[src/rtl/serial_subtractor_nbit.sv]
// Multi-cycle add/subtract unit that works through the operands SLICE bits per clock.
// The LSB slice goes first. The borrow or carry from each slice feeds the next slice.
//
// Ports:
//   clk   - rising-edge clock
//   rst   - synchronous active-high reset
//   start - request; accepted only in IDLE or DONE
//   op    - 0 = A - B - Bin, 1 = A + B + Bin (captured with start)
//   A, B  - WIDTH-bit operands (captured with start)
//   Bin   - borrow-in / carry-in (captured with start)
//   busy  - high while slices are being processed
//   done  - one-cycle pulse; D/Bout/V are valid
//   D     - WIDTH-bit result
//   Bout  - borrow-out / carry-out
//   V     - two's-complement signed overflow
module serial_subtractor_nbit #(
    parameter int unsigned WIDTH = 8,
    parameter int unsigned SLICE = 1
) (
    input  logic             clk,
    input  logic             rst,
    input  logic             start,
    input  logic             op,
    input  logic [WIDTH-1:0] A,
    input  logic [WIDTH-1:0] B,
    input  logic             Bin,
    output logic             busy,
    output logic             done,
    output logic [WIDTH-1:0] D,
    output logic             Bout,
    output logic             V
);

    localparam int unsigned N  = WIDTH / SLICE;
    localparam int unsigned CW = (N > 1) ? $clog2(N) : 1;

    // Reject illegal parameter combinations at elaboration time.
    if (SLICE < 1 || WIDTH < 2 || (WIDTH % SLICE) != 0) begin : g_param_check
        $error("serial_subtractor_nbit: WIDTH must be >= 2 and divisible by SLICE");
    end

    typedef enum logic [1:0] {
        IDLE = 2'd0,
        RUN  = 2'd1,
        DONE = 2'd2
    } state_t;

    state_t           state;
    logic [WIDTH-1:0] a_reg;
    logic [WIDTH-1:0] b_reg;
    logic [WIDTH-1:0] res_reg;
    logic             op_reg;
    logic             carry;
    logic [CW-1:0]    cnt;

    logic [SLICE-1:0] slice_d;
    logic             slice_c;
    logic [WIDTH-1:0] d_full;
    logic             v_c;
    int unsigned      slice_lo;
    logic             ab;
    logic             bb;
    logic             cb;

    // One SLICE-bit ripple slice.
    // The active slice's bits are merged into the partial result so the last slice can load D directly.
    always_comb begin
        slice_lo = 32'(cnt) * SLICE;
        slice_d  = '0;
        ab       = 1'b0;
        bb       = 1'b0;
        cb       = carry;
        for (int i = 0; i < int'(SLICE); i++) begin
            ab         = a_reg[slice_lo + 32'(i)];
            bb         = b_reg[slice_lo + 32'(i)];
            slice_d[i] = ab ^ bb ^ cb;
            if (op_reg) begin
                cb = (ab & bb) | (cb & (ab ^ bb));
            end else begin
                cb = (~ab & bb) | (~(ab ^ bb) & cb);
            end
        end
        slice_c = cb;
        d_full  = res_reg;
        d_full[slice_lo +: SLICE] = slice_d;
        if (op_reg) begin
            v_c = (a_reg[WIDTH-1] == b_reg[WIDTH-1]) & (d_full[WIDTH-1] != a_reg[WIDTH-1]);
        end else begin
            v_c = (a_reg[WIDTH-1] != b_reg[WIDTH-1]) & (d_full[WIDTH-1] != a_reg[WIDTH-1]);
        end
    end

    // Control FSM. Operands and outputs are registered here.
    always_ff @(posedge clk) begin
        if (rst) begin
            state   <= IDLE;
            busy    <= 1'b0;
            done    <= 1'b0;
            D       <= '0;
            Bout    <= 1'b0;
            V       <= 1'b0;
            a_reg   <= '0;
            b_reg   <= '0;
            res_reg <= '0;
            op_reg  <= 1'b0;
            carry   <= 1'b0;
            cnt     <= '0;
        end else begin
            case (state)
                IDLE, DONE: begin
                    done <= 1'b0;
                    if (start) begin
                        a_reg   <= A;
                        b_reg   <= B;
                        op_reg  <= op;
                        carry   <= Bin;
                        res_reg <= '0;
                        cnt     <= '0;
                        busy    <= 1'b1;
                        state   <= RUN;
                    end else begin
                        state <= IDLE;
                    end
                end
                RUN: begin
                    res_reg <= d_full;
                    carry   <= slice_c;
                    if (cnt == CW'(N - 1)) begin
                        D     <= d_full;
                        Bout  <= slice_c;
                        V     <= v_c;
                        busy  <= 1'b0;
                        done  <= 1'b1;
                        state <= DONE;
                    end else begin
                        cnt <= cnt + CW'(1);
                    end
                end
                default: begin
                    busy  <= 1'b0;
                    done  <= 1'b0;
                    state <= IDLE;
                end
            endcase
        end
    end

endmodule

[config.mk]
export PLATFORM = sky130hd
export DESIGN_NAME = serial_subtractor_nbit
export DESIGN_NICKNAME = d
export VERILOG_FILES = /design/src/rtl/serial_subtractor_nbit.sv
export SDC_FILE = /design/constraint.sdc
export NUM_CORES = 1
export LEC_CHECK = 0
export ABC_AREA = 0
export BUFFER_PORTS_ARGS = -buffer_cell sky130_fd_sc_hd__buf_4
export CORE_MARGIN = 2
export CORE_UTILIZATION = 62
export CTS_BUF_LIST = sky130_fd_sc_hd__clkbuf_2 sky130_fd_sc_hd__clkbuf_4 sky130_fd_sc_hd__clkbuf_8
export DETAILED_ROUTE_END_ITERATION = 7
export PLACE_DENSITY = 0.86
export SLEW_MARGIN = 10
export SYNTH_ARGS = -nofsm -noshare
export SYNTH_HDL_FRONTEND = slang
export SYNTH_SLANG_ARGS = --single-unit
export TNS_END_PERCENT = 50
[constraint.sdc]
create_clock -name clk -period 8.7 [get_ports clk]
set_clock_uncertainty 0.2 [all_clocks]
set_input_delay 0 -clock clk [delete_from_list [all_inputs] [get_ports clk]]
set_output_delay 0 -clock clk [all_outputs]
set_load 0.01 [all_outputs]
# [Word level (Yosys, flattened, before mapping)]
# Cells that the tools add are included.
[op_classes] shift=2 n_bitwise=13 n_eq_ne=9 n_mux=20 n_addsub=2 n_lt_le_gt_ge=1 reduce_logical=9
[op_table] cell="$neg 3->34" count=1
[op_table] cell="$shift 1x34->8 const A" count=1
[op_table] cell="$shiftx 1x34->8" count=1
[op_table] cell="$pmux 8 s2" count=1
[op_table] cell="$bwmux 8" count=1
[op_table] cell="$mux 1" count=8
[op_table] cell="$mux 8" count=1
[op_table] cell="$reduce_and 2->1" count=4
[op_table] cell="$and 1x1->1" count=6
[op_table] cell="$bmux 1 s3" count=2
[op_table] cell="$mux 3" count=2
[op_table] cell="$ne 2x2->1 const B" count=3
[op_table] cell="$pmux 3 s2" count=1
[op_table] cell="$lt 3x4->1 const B" count=1
[op_table] cell="$pmux 1 s2" count=2
[op_table] cell="$pmux 2 s2" count=1
[op_table] cell="$reduce_or 2->1" count=2
[op_table] cell="$add 3x1->3 const B" count=1
[op_table] cell="$eq 3x3->1 const B" count=1
[op_table] cell="$not 1->1" count=3
[op_table] cell="$reduce_and 3->1" count=1
[op_table] cell="$eq 2x1->1 const B" count=1
[op_table] cell="$eq 2x2->1 const B" count=1
[op_table] cell="$logic_not 2->1" count=1
[op_table] cell="6 further kinds" count=9
[totals] word_cells=68 ff_bits=43 output_inout_bits=12

# [Depth between registers and ports, before layout]
[logic_depth] word_depth=9 ltp_mapped=10 ltp_nobuf=9

# [Worst setup path after synthesis]
# No wires, ideal clock.
[synth_path] path_kind="register to register" start="register cnt[0]" end="register D[3]" t_arrival_ns=2.721 path_slack_ns=5.688 setup_time_ns=0.091 period_less_slack_ns=3.012 stages_incl_launch_ff=10 n_path_buf=1 cell_sequence="dfxtp_1 > buf_6 > mux4_2 > nand2_1 > and2_1 > inv_1 > fa_1 > nor2b_1 > or4b_1 > a311oi_1"
[synth_via] elab_chain_len=6 word_cells_on_any_way=12 cone_classes="add/sub: 1; eq/ne: 1; shift: 2; mux: 5; bitwise: 2; reduce/logical: 1"
[synth_lines] element="from (decl)" line="54" source="logic [CW-1:0] cnt;"
[synth_lines] element="from (signal assigned)" line="136" source="cnt <= cnt + CW'(1);"
[synth_lines] element="$bmux 1 s3, on equally long branches" line="74, 75"
[synth_lines] element="$mux 1, on equally long branches" line="74, 75"
[synth_lines] element="$xor 1x1->1 (2 in series)" line="76" source="slice_d[i] = ab ^ bb ^ cb;"
[synth_lines] element="$shiftx 1x34->8" line="85" source="d_full[slice_lo +: SLICE] = slice_d;"
[synth_lines] element="$bwmux 8" line="85"
[synth_lines] element="to (signal assigned)" line="129" source="D <= d_full;"
[synth_lines] element="to (decl)" line="29" source="output logic [WIDTH-1:0] D,"
# Several ways; a longest one is shown, not always the timed one. The select of a mux whose other input is x is not followed.
# A chain may end at the register's enable or synchronous reset.

# [Worst setup path in the final report]
# Same ends and word-level chain as after synthesis.

==> qor.yml <==
outcome: "finished clean"
max_freq_mhz: 272.6
netlist_instances: 238
fin_crit_ps: 3668
worstHoldPathType: "reg2reg"
post-route-period-util: 0.4216
irDropWorstVdd_v: 0.0001331
worstSetupPathType: "reg2reg"
grt_pass1_vias: 2149
drtIter0Drc: 334
synth_cell_types: 41
max_slew_margin: 0.4666
ys_warn_count: 0
synth_fp_nets: 268
finalPower_uw: 394.3
final_util: 0.8927
cts_max_level: 2
wl_per_cell_microns: 20.12
path_clk_slew_ps: 120
port_buffers: 32
antenna_cells: 0
endpoint_kind: "register"
ctsRootBufferMaster: "clkbuf_4"
cts_tree: "built"
seqCellArea_sq_um: 860.8
die_h_microns: 61.72
syn_avg_cell_area_sq_um: 8.680
cts_resized: 0
grt_pass1_wl_microns: 10850
drc_errors: 0
leakage_uw: 0.001107
globalRouteTotalUtil: 0.4038
ys_seq_area_frac: 0.4167
slew_violations: 0
synthesis.area_sq_mm: 0.002066
fillers: 139
numCtsBuffers: 5
vias: 2248
rows: 20
timing.hold.ws_ps: 281.1
synth-edff-count: 0
grtUsageMet2: 0.6632
ys_ff_latch: 43
grt_use_met1: 0.4841
maxCapViolCount: 0
drive_gt1_frac: 0.1541
drt.antenna.violating_nets: 0
first_pass_iters: 6
wl_microns: 7023
antenna_found_initial: 0
start_kind: "register"
synthFlopType: "dfxtp_1"
die_width_microns: 61.72
grt_max_degree: 41
p_per_area_mw_per_mm2: 142.3
cp_max_fo: 13
finalHoldViolCount: 0
area_delta_synth_final_pct: 34.10
core_sq_mm: 0.003103
post_cts_buffers: 0
critPathArrivalTime_ps: 3760
use_met3: 0.1035
clockBufferDepth: 2
grt.busiest_layer: "met2"
finalSetupTns_ps: 0
nets: 335
routabilityCongestion: 0.8406
pin_count: 33
cp_data_required_time_ps: 8790
tightest_slew_ps: 798.4
dp_hpwl_microns: 2869
die_area_sq_mm: 0.003809
initial_core_util: 0.6657
cts_sinks: 43
via_per_inst: 6.441
rsz0062_at_grt: "no"
grt.overflow.total: 0
clk_latency_ps: 380
cts-hold-fix-buffers: 41
setup_viol: 0
async_reset_ff_frac: 0
multi_input_area_sq_mm: 0.001117
## routing by layer
| layer | wire (microns) | up-vias | part of all wire |
|---|---|---|---|
| met4 | 337 | 0 | 0.048 |
| met1 | 2521 | 1024 | 0.36 |
| met2 | 3422 | 206 | 0.49 |
| li1 | - | 971 | - |
| met3 | 741 | 47 | 0.11 |
| met5 | 0 | - | 0 |
## worst max-delay path: stages, from the launching register on
cell and delay, ps:
dfxtp_1 740, mux4_2 620, nand2_1 100, and2_1 210, inv_1 100, fa_1 580
nor2b_1 310, or4b_1 480, a311oi_1 260
## layout by cell type, fill, tap and decap left out, types with 3 or more instances in the layout
cell / instances
a211oi_1: 4
a21oi_1: 24
a311oi_1: 3
a31oi_1: 3
a32o_1: 3
and2_1: 3
buf_4: 33
clkbuf_4: 5
dfxtp_1: 43
dlygate4sd3_1: 41
ha_1: 7
inv_1: 6
mux2i_1: 6
nand2_1: 46
nand2b_1: 3
nand3_1: 7
nand3b_1: 3
nor2_1: 18
nor2b_1: 3
nor3_1: 3
nor3b_1: 3
o21ai_0: 13
## synth_stat cells (2+ instances only)
cell | number | area [sq um]
a211oi_1 | 4 | 30.03
a21oi_1 | 24 | 120.1
a311oi_1 | 3 | 26.28
a31oi_1 | 3 | 18.77
a32o_1 | 3 | 30.03
and2_1 | 3 | 18.77
and3_1 | 2 | 12.51
buf_2 | 4 | 20.02
clkbuf_1 | 8 | 30.03
dfxtp_1 | 43 | 860.8
fa_1 | 2 | 40.04
ha_1 | 7 | 87.58
inv_1 | 6 | 22.52
mux2i_1 | 6 | 60.06
mux4_1 | 2 | 52.55
mux4_2 | 2 | 45.04
nand2_1 | 46 | 172.7
nand2b_1 | 3 | 18.77
nand3_1 | 7 | 35.03
nand3b_1 | 3 | 22.52
nor2_1 | 18 | 67.56
nor2b_1 | 3 | 18.77
nor3_1 | 3 | 15.01
nor3b_1 | 3 | 22.52
o21ai_0 | 13 | 65.06
or3_1 | 2 | 12.51
## layout make-up
class / instances / area share
well taps: 44 / 0.01987
repair buffers: 74 / 0.2376
inverters: 6 / 0.008130
clock inverters: 1 / 0.001807
multi-input cells: 175 / 0.4033
clock buffers: 6 / 0.01852
flip-flops and latches: 43 / 0.3107
## power breakdown
group,internal (uW),switching [uW],total (uW)
Clock,37.5,68.5,106
Combinational,36.2,40.5,76.6
Sequential,204,7.99,212
Total,277,117,394
## metrics by stage
stage | instance area, sq um | setup slack, ps | std cells
3_5_place_dp | 2303 | 5273 | 301
5_1_grt | 2770 | 4924 | 349
2_1_floorplan | 2066 | 5688 | 238
6_report | 2770 | 5032 | 349
4_1_cts | 2770 | 5247 | 349
3_3_place_gp | 2303 | 5393 | 301
## cells by family (layout without fill, tap and decap cells)
| family | Yosys count | in the layout | share of synthesized area |
|---|---|---|---|
| AND/OR/NAND/NOR | 100 | 100 | 0.2332 |
| AO/OA/AOI/OAI | 55 | 55 | 0.1654 |
| flip-flops | 43 | 43 | 0.4167 |
| buffers and inverters | 20 | 87 | 0.04240 |
| multiplexers | 10 | 10 | 0.07632 |
| adder cells (fa/ha/maj) | 9 | 9 | 0.06178 |
| XOR/XNOR | 1 | 1 | 0.004241 |
## final timing paths
check	from	to	slack [ps]	depth (start not counted)
setup / recovery	cnt[0]$_SDFFE_PP0P_	D[3]$_SDFFE_PP0P_	5030	8
hold / removal	res_reg[0]$_SDFFE_PP0P_	D[0]$_SDFFE_PP0P_	280	2
setup reg to reg	cnt[0]$_SDFFE_PP0P_	D[3]$_SDFFE_PP0P_	5030	8
hold reg to reg	res_reg[0]$_SDFFE_PP0P_	D[0]$_SDFFE_PP0P_	280	2
(Power assumes the default switching activity.)
